===== src/rtl/ppu_pkg.sv =====
// ============================================================================
// Module      : ppu_pkg
// Description : Shared PPU tile-geometry helpers and the OARAM reader state set.
// Revision    : 1.0 - initial release
// ============================================================================
`default_nettype none

package ppu_pkg;

    typedef enum logic [3:0] {
        ST_IDLE     = 4'd0,
        ST_LEN_REQ  = 4'd1,
        ST_LEN_WAIT = 4'd2,
        ST_FETCH    = 4'd3,
        ST_WAIT     = 4'd4,
        ST_EMIT_Z   = 4'd5,
        ST_EMIT_V   = 4'd6,
        ST_PAD      = 4'd7,
        ST_DONE     = 4'd8
    } reader_state_e;

    // Lower precisions pack more activations per word, shrinking the real tile edge.
    function automatic int unsigned actual_tile_size(input int unsigned tile_size,
                                                     input logic [1:0]  bitwidth);
        case (bitwidth)
            2'd1:    return tile_size >> 1;
            2'd2:    return tile_size >> 3;
            default: return tile_size;
        endcase
    endfunction

    function automatic int unsigned halo_size(input logic [2:0] kernel_size);
        if (kernel_size == 3'd0) return 32'd0;
        return 32'((kernel_size - 3'd1) >> 1);
    endfunction

endpackage

`default_nettype wire


===== src/rtl/oaram_stream_reader_center_raster_counter.sv =====
// ============================================================================
// Module      : center_raster_counter
// Description : Raster row/column and emitted-pixel counter for the tile center.
// Revision    : 1.0 - initial release
// ============================================================================
`default_nettype none

module center_raster_counter #(
    parameter int TW = 8
) (
    input  logic            clk,
    input  logic            reset_n,
    input  logic            clear,
    input  logic            advance,
    input  logic [TW:0]     dim,
    output logic [TW-1:0]   row,
    output logic [TW-1:0]   column,
    output logic [2*TW:0]   emitted,
    output logic            at_last
);

    localparam logic [TW:0]   DIM_ONE = {{TW{1'b0}}, 1'b1};
    localparam logic [TW-1:0] POS_ONE = {{(TW-1){1'b0}}, 1'b1};
    localparam logic [2*TW:0] CNT_ONE = {{(2*TW){1'b0}}, 1'b1};

    logic [TW-1:0] row_q, row_d, column_q, column_d;
    logic [2*TW:0] emitted_q, emitted_d;
    logic [2*TW:0] w_total;

    assign w_total = {{TW{1'b0}}, dim} * {{TW{1'b0}}, dim};

    always_comb begin
        row_d     = row_q;
        column_d  = column_q;
        emitted_d = emitted_q;
        if (clear) begin
            row_d     = '0;
            column_d  = '0;
            emitted_d = '0;
        end else if (advance) begin
            emitted_d = emitted_q + CNT_ONE;
            if ({1'b0, column_q} == dim - DIM_ONE) begin
                column_d = '0;
                row_d    = row_q + POS_ONE;
            end else begin
                column_d = column_q + POS_ONE;
            end
        end
    end

    always_ff @(posedge clk or negedge reset_n) begin
        if (!reset_n) begin
            row_q     <= '0;
            column_q  <= '0;
            emitted_q <= '0;
        end else begin
            row_q     <= row_d;
            column_q  <= column_d;
            emitted_q <= emitted_d;
        end
    end

    assign row     = row_q;
    assign column  = column_q;
    assign emitted = emitted_q;
    assign at_last = (emitted_q == w_total - CNT_ONE);

endmodule

`default_nettype wire


===== src/rtl/oaram_stream_reader.sv =====
// ============================================================================
// Module      : oaram_stream_reader
// Description : Expands a run-length compressed OARAM tile into a dense stream.
// Revision    : 1.0 - initial release
// ============================================================================
`default_nettype none

module oaram_stream_reader
    import ppu_pkg::*;
#(
    parameter int  RAM_WIDTH   = 14,
    parameter int  TILE_SIZE   = 256,
    parameter int  INDEX_WIDTH = 4,
    localparam int TW          = $clog2(TILE_SIZE)
) (
    input  logic                   clk,
    input  logic                   reset_n,
    input  logic [1:0]             bitwidth,
    input  logic [2:0]             kernel_size,
    input  logic                   start,
    output logic                   oaram_read_enable,
    output logic [RAM_WIDTH-2:0]   oaram_read_address,
    input  logic [24:0]            oaram_read_value,
    input  logic [INDEX_WIDTH-1:0] oaram_read_index,
    output logic                   act_valid,
    input  logic                   act_ready,
    output logic [7:0]             act_value,
    output logic [TW-1:0]          act_row,
    output logic [TW-1:0]          act_column,
    output logic                   act_last,
    output logic                   busy,
    output logic                   done,
    output logic                   error
);

    localparam int AW = RAM_WIDTH - 1;
    localparam int DW = TW + 1;
    localparam int CW = 2 * TW + 1;
    localparam logic [AW-1:0]          K_ONE = {{(AW-1){1'b0}}, 1'b1};
    localparam logic [INDEX_WIDTH-1:0] Z_ONE = {{(INDEX_WIDTH-1){1'b0}}, 1'b1};

    reader_state_e          state_q, state_d;
    logic [AW-1:0]          len_q, len_d, k_q, k_d;
    logic [INDEX_WIDTH-1:0] zeros_left_q, zeros_left_d;
    logic [7:0]             val_q, val_d;
    logic [TW:0]            dim_q, dim_d, w_dim_start;
    logic                   error_q, error_d;
    logic                   w_clear, w_handshake, w_at_last, w_pad_full;
    logic [CW-1:0]          w_emitted, w_total;

    assign w_dim_start = DW'(actual_tile_size(TILE_SIZE, bitwidth) - 2 * halo_size(kernel_size));
    assign w_total     = {{TW{1'b0}}, dim_q} * {{TW{1'b0}}, dim_q};
    assign w_pad_full  = (w_emitted == w_total);
    assign w_clear     = (state_q == ST_IDLE) && start;
    assign w_handshake = act_valid && act_ready;

    center_raster_counter #(.TW(TW)) u_counter (
        .clk     (clk),
        .reset_n (reset_n),
        .clear   (w_clear),
        .advance (w_handshake),
        .dim     (dim_q),
        .row     (act_row),
        .column  (act_column),
        .emitted (w_emitted),
        .at_last (w_at_last)
    );

    always_comb begin
        state_d      = state_q;
        len_d        = len_q;
        k_d          = k_q;
        zeros_left_d = zeros_left_q;
        val_d        = val_q;
        dim_d        = dim_q;
        error_d      = error_q;
        case (state_q)
            ST_IDLE: begin
                if (start) begin
                    state_d = ST_LEN_REQ;
                    error_d = 1'b0;
                    dim_d   = w_dim_start;
                end
            end
            ST_LEN_REQ: state_d = ST_LEN_WAIT;
            ST_LEN_WAIT: begin
                len_d = oaram_read_value[RAM_WIDTH-2:0];
                if (|oaram_read_value[24:RAM_WIDTH-1]) begin
                    error_d = 1'b1;
                    state_d = ST_DONE;
                end else if (oaram_read_value[RAM_WIDTH-2:0] == '0) begin
                    state_d = ST_PAD;
                end else begin
                    k_d     = K_ONE;
                    state_d = ST_FETCH;
                end
            end
            ST_FETCH: state_d = ST_WAIT;
            // Zero-length runs skip straight to the value so no bubble is spent.
            ST_WAIT: begin
                zeros_left_d = oaram_read_index;
                val_d        = oaram_read_value[7:0];
                state_d      = (oaram_read_index != '0) ? ST_EMIT_Z : ST_EMIT_V;
            end
            ST_EMIT_Z: begin
                if (w_handshake) begin
                    zeros_left_d = zeros_left_q - Z_ONE;
                    if (w_at_last) begin
                        error_d = 1'b1;
                        state_d = ST_DONE;
                    end else if (zeros_left_q == Z_ONE) begin
                        state_d = ST_EMIT_V;
                    end
                end
            end
            ST_EMIT_V: begin
                if (w_handshake) begin
                    k_d = k_q + K_ONE;
                    if (w_at_last) begin
                        if (k_q != len_q) error_d = 1'b1;
                        state_d = ST_DONE;
                    end else if (k_q == len_q) begin
                        state_d = ST_PAD;
                    end else begin
                        state_d = ST_FETCH;
                    end
                end
            end
            ST_PAD: begin
                if (w_pad_full || (w_handshake && w_at_last)) state_d = ST_DONE;
            end
            ST_DONE: state_d = ST_IDLE;
            default: state_d = ST_IDLE;
        endcase
    end

    always_ff @(posedge clk or negedge reset_n) begin
        if (!reset_n) begin
            state_q      <= ST_IDLE;
            len_q        <= '0;
            k_q          <= '0;
            zeros_left_q <= '0;
            val_q        <= '0;
            dim_q        <= '0;
            error_q      <= 1'b0;
        end else begin
            state_q      <= state_d;
            len_q        <= len_d;
            k_q          <= k_d;
            zeros_left_q <= zeros_left_d;
            val_q        <= val_d;
            dim_q        <= dim_d;
            error_q      <= error_d;
        end
    end

    assign oaram_read_enable  = (state_q == ST_LEN_REQ) || (state_q == ST_FETCH);
    assign oaram_read_address = (state_q == ST_FETCH) ? k_q : '0;
    assign act_valid          = (state_q == ST_EMIT_Z) || (state_q == ST_EMIT_V) ||
                                ((state_q == ST_PAD) && !w_pad_full);
    assign act_value          = (state_q == ST_EMIT_V) ? val_q : 8'd0;
    assign act_last           = act_valid && w_at_last;
    assign busy               = (state_q != ST_IDLE) && (state_q != ST_DONE);
    assign done               = (state_q == ST_DONE);
    assign error              = error_q;

endmodule

`default_nettype wire

===== config.mk =====
export PLATFORM = sky130hd
export DESIGN_NAME = oaram_stream_reader
export DESIGN_NICKNAME = d
export VERILOG_FILES = /design/src/rtl/ppu_pkg.sv /design/src/rtl/oaram_stream_reader_center_raster_counter.sv /design/src/rtl/oaram_stream_reader.sv
export SDC_FILE = /design/constraint.sdc
export NUM_CORES = 1
export LEC_CHECK = 0
export CAP_MARGIN = 20
export CELL_PAD_IN_SITES_DETAIL_PLACEMENT = 2
export CELL_PAD_IN_SITES_GLOBAL_PLACEMENT = 2
export CORE_ASPECT_RATIO = 0.75
export CORE_MARGIN = 8
export CORE_UTILIZATION = 36
export CTS_CLUSTER_SIZE = 30
export DETAILED_ROUTE_END_ITERATION = 8
export DONT_BUFFER_PORTS = 1
export PLACE_DENSITY_LB_ADDON = 0.1
export SETUP_SLACK_MARGIN = 0.5
export SKIP_CTS_REPAIR_TIMING = 1
export SKIP_LAST_GASP = 1
export SLEW_MARGIN = 40
export SYNTH_ARGS = -nofsm -noshare
export SYNTH_HDL_FRONTEND = slang
export SYNTH_SLANG_ARGS = --single-unit

===== constraint.sdc =====
create_clock -name clk -period 6.65 [get_ports clk]
set_clock_uncertainty 0.05 [all_clocks]
set_input_delay 1.33 -clock clk [delete_from_list [all_inputs] [get_ports clk]]
set_output_delay 1.33 -clock clk [all_outputs]
set_load 0.02 [all_outputs]

==> results.cfg <==
[yosys]
synthTopCellsByCount = nand2_1, dfrtp_1, nor2_1
ys_types = 77
yosys_warnings = 0
synth_top_area_cell = dfrtp_1
ys_seq_area_share_pct = 29.1
async_reset_ff_share_pct = 100
synth-compound-area-share_pct = 13.0
muxShareOfSynthArea_pct = 3.06
syn-cell-area_um2 = 7230
synth.avg_cell_area_um2 = 8.62
synthesis.nets = 949
synth_edf_count = 0
synth_area_leaders = dfrtp_1, ha_1, fa_1
synth-seq-cells = 84
syn_inst = 839
synth_flop_cell = dfrtp_1
synth_top_family_by_area = simple AND/OR/NAND/NOR gates
synthAdderAreaFrac_pct = 14.8
synth.most_common_cell = nand2_1
synthXorXnorAreaFrac_pct = 10.5
synthSimpleGateAreaFrac_pct = 23.8
synth_top_area_share_pct = 29.1

[detailed_routing]
routed_wl_um = 23800
drtIter0Drc = 264
dr_total_vias = 6237
ant_nets = 0
avgViaCountPerCell = 5.60
wire_per_inst_um = 21.4
drt_pass1_iterations = 4
drc = 0

[place]
hpwl_um = 18000
place_area_um2 = 7670
port_buffers = 0
place_congestion = 0.810
dp.cells = 1076

[grt]
grt_pass1_wl_um = 37100
grt_antenna_before_repair = 0
grt_pass1_vias = 6658
grt_usage_pct = 18.2
grt_max_degree = 85
overflow = 0

[setup_path]
critical_path.cell_chain = and2_4, ha_4, a21o_1, fa_1, ha_4, fa_2, inv_2, fa_2, nand2b_4, a21oi_4, xor3_1, or4_4, or4b_4, nor3_4, o21ai_4, and3_4
reg2reg_slack_ps = 720
endpoint_kind = output pin
r2r_cells = 21
slowest_stage = fa_2
cp_data_required_time_ps = 5270
crit_fanout = 4
critical_path.max_stage_delay_ps = 600
r2r_end = u_counter.row[7]
crit_start = dim_q[4]
start_kind = register
path_class = reg2out
rr_startpoint = dim_q[6]
arrival_ps = 5310

[clocking]
cts_buffer_depth = 2
root_buffer = clkbuf_16
clock_latency_ps = 350
cts-htree-levels = 3
clk_pin_slew_ps = 60
clock-sinks = 84
cts_made_buffers = 9
tritoncts = built

[cells_and_area]
diodes = 0
drive_above_1_share_pct = 18.4
fill_cells = 2141
nNetsFinal = 961
stdcell_area_um2 = 8470
multi_input_area_um2 = 5190
area_growth_pct = 17.1
regArea_um2 = 2110
fin_cells = 1113

[die]
die-area_um2 = 24900
die_w_um = 180
rows = 45
ios = 81
die_y_um = 139
start_util_pct = 36.2
coreArea_um2 = 20000

[worst_hold_path]
hold_class = reg2reg
whs_endpoint = val_q[1]
hold_start = val_q[1]
holdPathStages = 2

[run]
maxCapViolCount = 0

[timing]
fin_crit_sh_pct = 101
fmax_mhz = 150
tightest_slew_ps = 814
setup-violations-final = 2
setup_ws_ps = -35.2
max_slew_margin_pct = 45.7
drv_slew = 0
finalCriticalPeriod_ps = 6690
final-hold-violation-count = 0
rsz0062_at_grt = true

[outcome]
violations = setup timing
status = finished with violations
==> worst max path at each step <==
stage                          end  depth (start not counted)  slack (ps)
final                     act_last                         16         -40
after floorplan           act_last                         18          70
after global routing      act_last                         18        -180
after global placement    act_last                         16          50
after CTS                 act_last                         16        -490
after detailed placement  act_last                         16         -70
==> cells by family after synthesis <==
| logic type | count (synthesis) |
|---|---|
| adder cells (fa/ha/maj) | 72 |
| buffers and inverters | 104 |
| AND/OR/NAND/NOR | 334 |
| AO/OA/AOI/OAI | 144 |
| XOR/XNOR | 81 |
| multiplexers | 20 |
| flip-flops | 84 |
==> state kept, by name (all words and copies together), names as in the netlist <==
| signal | cells |
|---|---|
| error | 1 |
| u_counter.row | 8 |
| state_q | 4 |
| val_q | 8 |
| k_q | 13 |
| u_counter.column | 8 |
| len_q | 13 |
| dim_q | 8 |
| zeros_left_q | 4 |
| u_counter.emitted | 17 |
==> layer usage <==
| layer | vias up | track usage, % | share of wire, % |
|---|---|---|---|
| li1 | 2939 | - | - |
| met1 | 3211 | 25.7 | 49 |
| met2 | 70 | 28.4 | 47 |
| met3 | 17 | 3.72 | 3.0 |
| met4 | 0 | 3.54 | 0.77 |
| met5 | - | 0 | 0 |
==> layout make-up <==
type | count | share of cell area (%)
repair buffers | 43 | 3.93
multi-input cells | 651 | 61.3
flip-flops and latches | 84 | 24.9
clock inverters | 6 | 0.576
inverters | 62 | 2.84
clock buffers | 9 | 2.66
well taps | 258 | 3.81
==> critical path, delay by kind of cell (launching register included) <==
family / cells / cell delay (ps)
AO/OA/AOI/OAI: 3 / 420
XOR/XNOR: 1 / 280
adder cells (fa/ha/maj): 5 / 1960
buffers and inverters: 1 / 50
flip-flops: 1 / 450
AND/OR/NAND/NOR: 6 / 1810
==> stage by stage <==
step	setup TNS, ps	utilization (%)	setup slack (ps)	hold slack (ps)
5_1_grt	-335	42.4	-185	457
4_1_cts	-868	39.7	-492	432
2_1_floorplan	0	-	65.0	387
6_report	-41.4	42.4	-35.2	424
3_3_place_gp	0	38.3	45.1	400
3_5_place_dp	-68.7	38.4	-68.7	417
==> placed cells by master (no fill, tap or decap), types with 6 or more instances in the layout <==
| master | count |
|---|---|
| fa_1 | 20 |
| buf_4 | 38 |
| o31ai_1 | 7 |
| nor3_1 | 10 |
| nand2_1 | 82 |
| dfrtp_2 | 6 |
| a21oi_1 | 30 |
| inv_1 | 56 |
| nand2b_1 | 6 |
| o211ai_1 | 7 |
| nand3_1 | 30 |
| nand4_1 | 22 |
| clkbuf_16 | 9 |
| and2_1 | 25 |
| nor4_1 | 10 |
| and3_1 | 25 |
| ha_4 | 9 |
| xor2_1 | 30 |
| or3_1 | 9 |
| mux2_2 | 15 |
| o21ai_0 | 35 |
| xnor2_1 | 45 |
| ha_1 | 38 |
| nor2_1 | 60 |
| dfrtp_1 | 78 |
Power is not shown: default switching activity piles up to over one toggle a cycle in this logic, so the estimate is an artifact.
